[src/rtl/vending_pkg.sv]
// rtl/vending_pkg.sv - shared state encoding, coin codes and default coin values for the vending datapath
package vending_pkg;

  typedef enum logic [1:0] {
    ST_ACCUM    = 2'd0,
    ST_DISPENSE = 2'd1,
    ST_CHANGE   = 2'd2
  } state_t;

  localparam logic [1:0] COIN_5C  = 2'b00;
  localparam logic [1:0] COIN_10C = 2'b01;
  localparam logic [1:0] COIN_25C = 2'b10;
  localparam logic [1:0] COIN_BAD = 2'b11;

  localparam int DEF_COIN0_VAL = 1;
  localparam int DEF_COIN1_VAL = 2;
  localparam int DEF_COIN2_VAL = 5;

endpackage

[src/rtl/full_adder.sv]
// rtl/full_adder.sv - single-bit full adder cell
module full_adder (
  input  logic a,
  input  logic b,
  input  logic cin,
  output logic sum,
  output logic cout
);

  assign sum  = a ^ b ^ cin;
  assign cout = (a & b) | (cin & (a ^ b));

endmodule

[src/rtl/ripple_carry_adder.sv]
// rtl/ripple_carry_adder.sv - N-bit ripple-carry adder built from a chain of full_adder cells
module ripple_carry_adder #(
  parameter int N = 8
) (
  input  logic [N-1:0] a,
  input  logic [N-1:0] b,
  input  logic         cin,
  output logic [N-1:0] sum,
  output logic         cout
);

  logic [N:0] carry;

  assign carry[0] = cin;
  assign cout     = carry[N];

  for (genvar i = 0; i < N; i++) begin : g_bit
    full_adder u_fa (
      .a    (a[i]),
      .b    (b[i]),
      .cin  (carry[i]),
      .sum  (sum[i]),
      .cout (carry[i+1])
    );
  end

endmodule

[src/rtl/coin_credit_accumulator.sv]
// rtl/coin_credit_accumulator.sv - coin credit register with vend/refund FSM and registered change output
module coin_credit_accumulator
  import vending_pkg::*;
#(
  parameter int CREDIT_W   = 8,
  parameter int MAX_CREDIT = 200,
  parameter int COIN0_VAL  = DEF_COIN0_VAL,
  parameter int COIN1_VAL  = DEF_COIN1_VAL,
  parameter int COIN2_VAL  = DEF_COIN2_VAL
) (
  input  logic                clk,
  input  logic                rst,
  input  logic                coin_valid,
  input  logic [1:0]          coin_type,
  input  logic [CREDIT_W-1:0] price,
  input  logic                buy,
  input  logic                cancel,
  input  logic                change_ack,
  output logic [CREDIT_W-1:0] credit,
  output logic                dispense,
  output logic                insufficient,
  output logic                coin_reject,
  output logic                change_valid,
  output logic [CREDIT_W-1:0] change_amount,
  output logic                busy
);

  state_t              state, state_n;
  logic [CREDIT_W-1:0] credit_n, change_n, coin_val, add_sum, diff;
  logic                add_cout, sub_cout, coin_bad;
  logic                disp_n, ins_n, rej_n, cv_n, busy_n;

  always_comb begin
    coin_val = '0;
    coin_bad = 1'b0;
    case (coin_type)
      COIN_5C:  coin_val = CREDIT_W'(COIN0_VAL);
      COIN_10C: coin_val = CREDIT_W'(COIN1_VAL);
      COIN_25C: coin_val = CREDIT_W'(COIN2_VAL);
      default:  coin_bad = 1'b1;
    endcase
  end

  ripple_carry_adder #(.N(CREDIT_W)) u_add (
    .a    (credit),
    .b    (coin_val),
    .cin  (1'b0),
    .sum  (add_sum),
    .cout (add_cout)
  );

  // credit - price as credit + ~price + 1; carry-out set means credit >= price
  ripple_carry_adder #(.N(CREDIT_W)) u_sub (
    .a    (credit),
    .b    (~price),
    .cin  (1'b1),
    .sum  (diff),
    .cout (sub_cout)
  );

  always_comb begin
    state_n  = state;
    credit_n = credit;
    change_n = change_amount;
    disp_n   = 1'b0;
    ins_n    = 1'b0;
    rej_n    = 1'b0;
    case (state)
      ST_ACCUM: begin
        if (cancel) begin
          rej_n = coin_valid;
          if (credit != '0) begin
            change_n = credit;
            credit_n = '0;
            state_n  = ST_CHANGE;
          end
        end else if (buy) begin
          rej_n = coin_valid;
          if (price != '0 && sub_cout) begin
            change_n = diff;
            credit_n = '0;
            disp_n   = 1'b1;
            state_n  = ST_DISPENSE;
          end else begin
            ins_n = 1'b1;
          end
        end else if (coin_valid) begin
          if (coin_bad || add_cout || add_sum > CREDIT_W'(MAX_CREDIT))
            rej_n = 1'b1;
          else
            credit_n = add_sum;
        end
      end
      ST_DISPENSE: begin
        rej_n   = coin_valid;
        state_n = (change_amount != '0) ? ST_CHANGE : ST_ACCUM;
      end
      ST_CHANGE: begin
        rej_n = coin_valid;
        if (change_ack) begin
          change_n = '0;
          state_n  = ST_ACCUM;
        end
      end
      default: state_n = ST_ACCUM;
    endcase
    // status outputs are registered copies of the next state
    cv_n   = (state_n == ST_CHANGE);
    busy_n = (state_n != ST_ACCUM);
  end

  always_ff @(posedge clk) begin
    if (rst) begin
      state         <= ST_ACCUM;
      credit        <= '0;
      change_amount <= '0;
      dispense      <= 1'b0;
      insufficient  <= 1'b0;
      coin_reject   <= 1'b0;
      change_valid  <= 1'b0;
      busy          <= 1'b0;
    end else begin
      state         <= state_n;
      credit        <= credit_n;
      change_amount <= change_n;
      dispense      <= disp_n;
      insufficient  <= ins_n;
      coin_reject   <= rej_n;
      change_valid  <= cv_n;
      busy          <= busy_n;
    end
  end

endmodule

[config.mk]
export PLATFORM = sky130hd
export DESIGN_NAME = coin_credit_accumulator
export DESIGN_NICKNAME = d
export VERILOG_FILES = /design/src/rtl/vending_pkg.sv /design/src/rtl/full_adder.sv /design/src/rtl/ripple_carry_adder.sv /design/src/rtl/coin_credit_accumulator.sv
export SDC_FILE = /design/constraint.sdc
export NUM_CORES = 1
export LEC_CHECK = 0
export ABC_CLOCK_PERIOD_IN_PS = 4700
export CAP_MARGIN = 5
export CORE_AREA = 2 2 60 62
export DETAILED_ROUTE_END_ITERATION = 6
export DIE_AREA = 0 0 62 64
export GPL_TIMING_DRIVEN = 0
export PLACE_DENSITY = 0.77
export SLEW_MARGIN = 10
export SYNTH_ARGS = -nofsm -noshare
export SYNTH_HDL_FRONTEND = slang
export SYNTH_SLANG_ARGS = --single-unit
[constraint.sdc]
create_clock -name clk -period 4.7 [get_ports clk]
set_input_delay 0.47 -clock clk [delete_from_list [all_inputs] [get_ports clk]]
set_output_delay 0.47 -clock clk [all_outputs]
set_load 0.005 [all_outputs]
Word-level counts from Yosys, hierarchy flattened
Index checks and enable logic that the tools add are counted.
{"block": "word_totals", "register_bits": 23, "output_inout_bits": 21, "wordCells": 144}
{"block": "op_classes", "n_lt_le_gt_ge": 1, "n_eq_ne": 12, "n_mux": 28, "bitwise": 79, "n_reduce_logical": 16}
{"operator": "2-to-1 mux 8 bit", "n": 11}
{"operator": "AND 1 bit", "n": 25}
{"operator": "XOR 1 bit", "n": 25}
{"operator": "nonzero test 8 bit", "n": 3}
{"operator": "one-hot mux 8 bit (2 select lines)", "n": 1}
{"operator": "bitwise OR 1 bit", "n": 15}
{"operator": "2-to-1 mux 2 bit", "n": 6}
{"operator": "!= test 3 bit (second input constant)", "n": 4}
{"operator": "AND reduction 5 bit", "n": 2}
{"operator": "one-hot mux 3 bit (3 select lines)", "n": 1}
{"operator": "> comparator 8 bit (second input constant)", "n": 1}
{"operator": "inverter 8 bit", "n": 1}
{"operator": "2-to-1 mux 1 bit", "n": 7}
{"operator": "== test 2 bit (second input constant)", "n": 3}
{"operator": "one-hot mux 2 bit (3 select lines)", "n": 1}
{"operator": "AND 1 bit (second input constant)", "n": 5}
{"operator": "XOR 1 bit (second input constant)", "n": 5}
{"operator": "== test 2 x 1 -> 1 bit (second input constant)", "n": 2}
{"operator": "logical NOT 2 bit", "n": 2}
{"operator": "nonzero test 2 bit", "n": 2}
{"operator": "OR reduction 4 bit", "n": 1}
{"operator": "!= test 3 x 1 -> 1 bit (second input constant)", "n": 1}
{"operator": "inverter 1 bit", "n": 3}
{"operator": "nonzero test 3 bit", "n": 1}
{"operator": "7 further kinds", "n": 8}

Logic depth before layout (Yosys ltp)
{"block": "depth", "depth_word": 24, "ltp_mapped": 18, "depth_no_buf": 17}

Cells and area by module
From an unflattened synthesis, not the netlist that was laid out.
{"block": "unflattened", "cells_unflattened": 144, "area_unflattened_um2": 1526.5}
{"mod": "coin_credit_accumulator", "instances": 1, "cells_each": 128, "area_each_um2": 1206.2, "seq_area_each_um2": 460.4}
{"mod": "full_adder", "instances": 16, "cells_each": 1, "area_each_um2": 20.0, "seq_area_each_um2": 0.0}

Least setup slack after synthesis
No wires, ideal clock.
{"block": "synth_path", "path_kind": "input -> register", "from": "in price[0]", "to": "reg change_amount[6]", "setup_ns": 0.132, "t_arrival_ns": 3.915, "t_required_ns": 4.568, "slack_ns": 0.653, "stages": 17, "path_buffers": 1, "path_cell_list": "ha_1 > inv_1 > fa_1 > fa_1 > fa_1 > fa_1 > inv_1 > fa_1 > inv_1 > fa_1 > inv_1 > fa_1 > a21oi_1 > o311ai_2 > buf_6 > or3_1 > a21oi_1"}
{"block": "synth_between", "elab_chain_len": 20, "elab_cells_between_ends": 27}
{"item": "start: declaration", "line_no": "coin_credit_accumulator.sv:15", "rtl": "input logic [CREDIT_W-1:0] price,"}
{"item": "inverter 8 bit", "line_no": "coin_credit_accumulator.sv:55", "rtl": ".b (~price),"}
{"item": "AND 1 bit / XOR 1 bit (equally long branches)", "line_no": "full_adder.sv:11", "rtl": "assign cout = (a & b) | (cin & (a ^ b));"}
{"item": "bitwise OR 1 bit", "line_no": "full_adder.sv:11"}
{"item": "AND 1 bit", "line_no": "full_adder.sv:11"}
{"item": "bitwise OR 1 bit", "line_no": "full_adder.sv:11"}
{"item": "AND 1 bit", "line_no": "full_adder.sv:11"}
{"item": "bitwise OR 1 bit", "line_no": "full_adder.sv:11"}
{"item": "AND 1 bit", "line_no": "full_adder.sv:11"}
{"item": "(+4 left out)"}
{"item": "bitwise OR 1 bit", "line_no": "full_adder.sv:11"}
{"item": "AND 1 bit", "line_no": "full_adder.sv:11"}
{"item": "bitwise OR 1 bit", "line_no": "full_adder.sv:11"}
{"item": "AND 1 bit", "line_no": "full_adder.sv:11"}
{"item": "bitwise OR 1 bit", "line_no": "full_adder.sv:11"}
{"item": "logical AND 1 bit", "line_no": "coin_credit_accumulator.sv:79", "rtl": "if (price != '0 && sub_cout) begin"}
{"item": "!= test 3 bit (no source line)"}
{"item": "AND reduction 5 bit (no source line)"}
{"item": "end signal: assignment", "line_no": "coin_credit_accumulator.sv:125", "rtl": "change_amount <= change_n;"}
{"item": "end: declaration", "line_no": "coin_credit_accumulator.sv:24", "rtl": "output logic [CREDIT_W-1:0] change_amount,"}
Several ways; a longest one is shown, not always the timed one. The select of a mux whose other input is x is not followed.
A chain may end at the register's enable or synchronous reset.

Worst setup path in the final report
{"block": "layout_path", "from": "in price[0]", "to": "reg change_amount[7]"}
{"block": "layout_between", "elab_chain_len": 20, "elab_cells_between_ends": 27}
{"item": "inverter 8 bit", "line_no": "coin_credit_accumulator.sv:55"}
{"item": "AND 1 bit / XOR 1 bit (equally long branches)", "line_no": "full_adder.sv:11"}
{"item": "bitwise OR 1 bit", "line_no": "full_adder.sv:11"}
{"item": "AND 1 bit", "line_no": "full_adder.sv:11"}
{"item": "bitwise OR 1 bit", "line_no": "full_adder.sv:11"}
{"item": "AND 1 bit", "line_no": "full_adder.sv:11"}
{"item": "bitwise OR 1 bit", "line_no": "full_adder.sv:11"}
{"item": "AND 1 bit", "line_no": "full_adder.sv:11"}
{"item": "(+4 left out)"}
{"item": "bitwise OR 1 bit", "line_no": "full_adder.sv:11"}
{"item": "AND 1 bit", "line_no": "full_adder.sv:11"}
{"item": "bitwise OR 1 bit", "line_no": "full_adder.sv:11"}
{"item": "AND 1 bit / XOR 1 bit (equally long branches)", "line_no": "full_adder.sv:11, full_adder.sv:10"}
{"item": "bitwise OR 1 bit / 2-to-1 mux 8 bit (equally long branches)", "line_no": "full_adder.sv:11, coin_credit_accumulator.sv:79"}
{"item": "logical AND 1 bit / 2-to-1 mux 8 bit (equally long branches)", "line_no": "coin_credit_accumulator.sv:79, coin_credit_accumulator.sv:77"}
{"item": "!= test 3 bit (no source line) / 2-to-1 mux 8 bit (equally long branches)"}
{"item": "AND reduction 5 bit (no source line) / one-hot mux 8 bit (2 select lines) (equally long branches)"}
Several ways; a longest one is shown, not always the timed one. The select of a mux whose other input is x is not followed.

==> metrics.md <==
| Metric | Value |
|---|---|
| Die height | roughly 64 um |
| Vias in the first global route | 1424 |
| Post-DP HPWL | 2981 um |
| Ports | 37 |
| Worst slew pin tran | 0.7297 ns |
| Sequential area share after synthesis | just under 30% |
| Syn_area_per_cell | 9.030 um^2 |
| VDD IR max | around 120 uV |
| Pwr/cell area | 185.1 nW/um^2 |
| Ys flop type | dfxtp_1 |
| Gp weighted congestion | 0.8514 |
| Synthesis-stage register bit count | 23 |
| Crit. Startpoint | price[0] |
| IO Port Bufs | 36 |
| Gate Count Post-Synth | 175 |
| Max Cap Viol | 0 |
| DRT Wirelength | 3650 um |
| RR Startpoint | credit[0]$_SDFFE_PP0P_ |
| Top cell type's share of synthesized area | between 20% and 30% |
| Critical path type | input port to register |
| Sinks on Clock Net | 23 |
| Unrepaired setup endpoints after global routing | no |
| Row count | 21 |
| Clock buffer depth | 2 |
| DR vias | 1436 |
| Final Core Density | 61.94% |
| Num CTS Buffers | 3 |
| Routed vias/inst | between 5 and 6 |
| Ys Warns | 0 |
| Outcome | finished clean |
| Area Growth Syn to Fin | 28.74% |
| Final WS setup | 0.2266 ns |
| Worst-path clk slew | approximately 0.12 ns |
| Area of the mapped netlist | 1580 um^2 |
| Initial antenna violation count | 0 |
| Finished Layout Cells | approximately 260 |
| Wire per inst | about 14 um |
| Async set or reset register ratio after synthesis | 0% |
| Critical path peak fanout | 10 |
| Initial Utilization | 48.11% |
| Worst EP required | roughly 4.9 ns |
| First-pass GRT wire length | approximately 6400 um |
| CTS H-tree depth | 1 |
| Iter 0 DRT Violations | 61 |
| Clk_lat worst skew | just over 0.3 ns |
| WHS | 0.4815 ns |
| Core area | 3284 um^2 |
| HP Start | change_amount[2]$_SDFFE_PP0P_ |
| Syn nets | 211 |
| Setup TNS | 0 ns |
| CP startpoint kind | input port |
| Layout cell share with drive strength beyond 1 | 9.767% |
| Final Instance Area | 2034 um^2 |
| CTS tree | yes |
| Leakage | 0.8759 nW |
| DRC viols | 0 |
| Slew headroom | between 50% and 60% |
| Post-DRT Antenna Nets | 0 |
| Hold crit path type | register to register |
| Arrival @ worst endpoint | 4.67 ns |
| Fmax | 223.5 MHz |
| Pin count of the biggest net entering global routing | 13 |
| Placed insts | 257 |
| Die width | 62 um |
| Setup WS pre-CTS | -0.2192 ns |
| Min Tclk post-route | 4.473 ns |
| Setup bufs post-CTS | 0 |
| Yosys top cell by area | dfxtp_1 |
| Tot GR Track Use | between 20% and 30% |
| Root buffer cell | clkbuf_4 |
| Antenna cells | 0 |
| Die area | 3968 um^2 |
| Critical Path End Type | register |
| Max-slew violations | 0 |
| Final Hold Vio Count | 0 |
| Final nets | around 250 |
| Count of different cell masters after synthesis | 37 |
| Fin crit share | 95.18% |
| First drt pass iteration count | 4 |
| Pwr Total | 0.3766 mW |
| Placed standard-cell area | 1998 um^2 |
| Setup violations, final | 0 |
| Synth top area cells | dfxtp_1 (29%), fa_1 (11%), ha_1 (8.7%) |
| Global route total overflow | 0 |
| EDFF count, synth | 0 |
| Post-Route Skew | approximately 0.0045 ns |
critical path, stage by stage:
cell             delay (ns)
clkdlybuf4s50_1        0.49
ha_1                   0.15
inv_1                  0.05
fa_1                   0.43
fa_1                   0.44
fa_1                   0.43
fa_1                   0.40
inv_1                  0.09
fa_1                   0.17
inv_1                  0.05
fa_1                   0.38
inv_1                  0.10
fa_1                   0.18
a21oi_1                0.11
o311ai_4               0.37
buf_6                  0.19
or3_1                  0.11
a21oi_1                0.06
state kept, by name, indices dropped and copies added, names as in the netlist:
name and cells:
state 2, change_valid 1, credit 8, insufficient 1, change_amount 8, dispense 1
coin_reject 1, busy 1
final cells by class:
type	count	area (um^2)
buffer	13	91.34
tap	46	57.56
inverter	22	82.58
timing repair buffer	36	360.3
fill	289	1250
clock buffer	4	26.28
sequential	23	460.4
multi-input combinational	117	955.9
logic make-up (layout without fill, tap and decap cells):
group / count (synthesis) / after routing / share of synthesized area [%]
buf+inv: 35 / 75 / 11.01
mux: 5 / 5 / 3.167
compound gates: 40 / 40 / 18.92
fa+ha+maj: 20 / 20 / 20.11
simple gates: 52 / 52 / 17.66
flops: 23 / 23 / 29.14
cell usage in the layout, fill, tap and decap left out:
| master | Yosys | final |
|---|---|---|
| nand4_1 | 2 | 2 |
| a2111oi_0 | 1 | 1 |
| buf_6 | 1 | 1 |
| a31oi_1 | 5 | 5 |
| nand2b_1 | 2 | 2 |
| o21ai_0 | 2 | 2 |
| or3_1 | 8 | 8 |
| nor2_1 | 6 | 6 |
| nand2_1 | 13 | 13 |
| a32o_1 | 6 | 6 |
| o31ai_1 | 1 | 1 |
| nor2_2 | 1 | 1 |
| a211oi_2 | 1 | 1 |
| o311ai_2 | 2 | 1 |
| or2b_1 | 1 | 1 |
| a21oi_1 | 15 | 15 |
| fa_1 | 9 | 9 |
| clkbuf_4 | 0 | 3 |
| nor4_1 | 6 | 6 |
| a22o_1 | 1 | 1 |
| nor3_1 | 2 | 2 |
| mux2i_1 | 5 | 5 |
| inv_1 | 22 | 22 |
| buf_4 | 9 | 9 |
| a32oi_1 | 1 | 1 |
| buf_2 | 1 | 1 |
| or3b_2 | 1 | 1 |
| nor2b_1 | 5 | 5 |
| a211o_1 | 1 | 1 |
| clkdlybuf4s50_1 | 0 | 36 |
| o311ai_4 | 0 | 1 |
| and4_1 | 1 | 1 |
| nand3_1 | 2 | 2 |
| o211a_1 | 1 | 1 |
| o211ai_1 | 1 | 1 |
| dfxtp_1 | 23 | 23 |
| clkbuf_1 | 2 | 3 |
| a31o_2 | 2 | 2 |
| ha_1 | 11 | 11 |
| and3_1 | 2 | 2 |
per-layer routing:
| metal | GRT usage (%) | part of all wire (%) |
|---|---|---|
| met5 | 0 | 0 |
| met4 | 9.574 | 1.9 |
| met3 | 3.036 | 4.6 |
| met2 | 35.42 | 51 |
| met1 | 27.32 | 42 |
Yosys cell counts (all sizes together) (6+ instances only):
| cell | count |
|---|---|
| dfxtp | 23 |
| nand2 | 13 |
| fa | 9 |
| inv | 22 |
| nor4 | 6 |
| a21oi | 15 |
| ha | 11 |
| a32o | 6 |
| buf | 11 |
| nor2 | 7 |
| or3 | 8 |
final timing paths:
path | endpoint | slack (ns) | cells after the start
worst min register to register | change_amount[2]$_SDFFE_PP0P_ | 0.48 | 2
worst max register to register | change_amount[7]$_SDFFE_PP0P_ | 0.42 | 18
worst max-delay path | change_amount[7]$_SDFFE_PP0P_ | 0.23 | 18
worst min-delay path | change_amount[2]$_SDFFE_PP0P_ | 0.48 | 2
timing repair:
action | in CTS | in global routing
hold buffers | 0 | 0
endpoints found under the setup margin | 0 | 7
gates resized for setup | 0 | 1
where the power goes:
group	internal, mW	leakage [nW]	switching (mW)	total [mW]
combinational	0.0418	0.675	0.0403	0.0821
clock	0.0331	0.0150	0.0581	0.0912
sequential	0.200	0.186	0.00351	0.203
No activity file was read; power rests on OpenSTA's default activity.
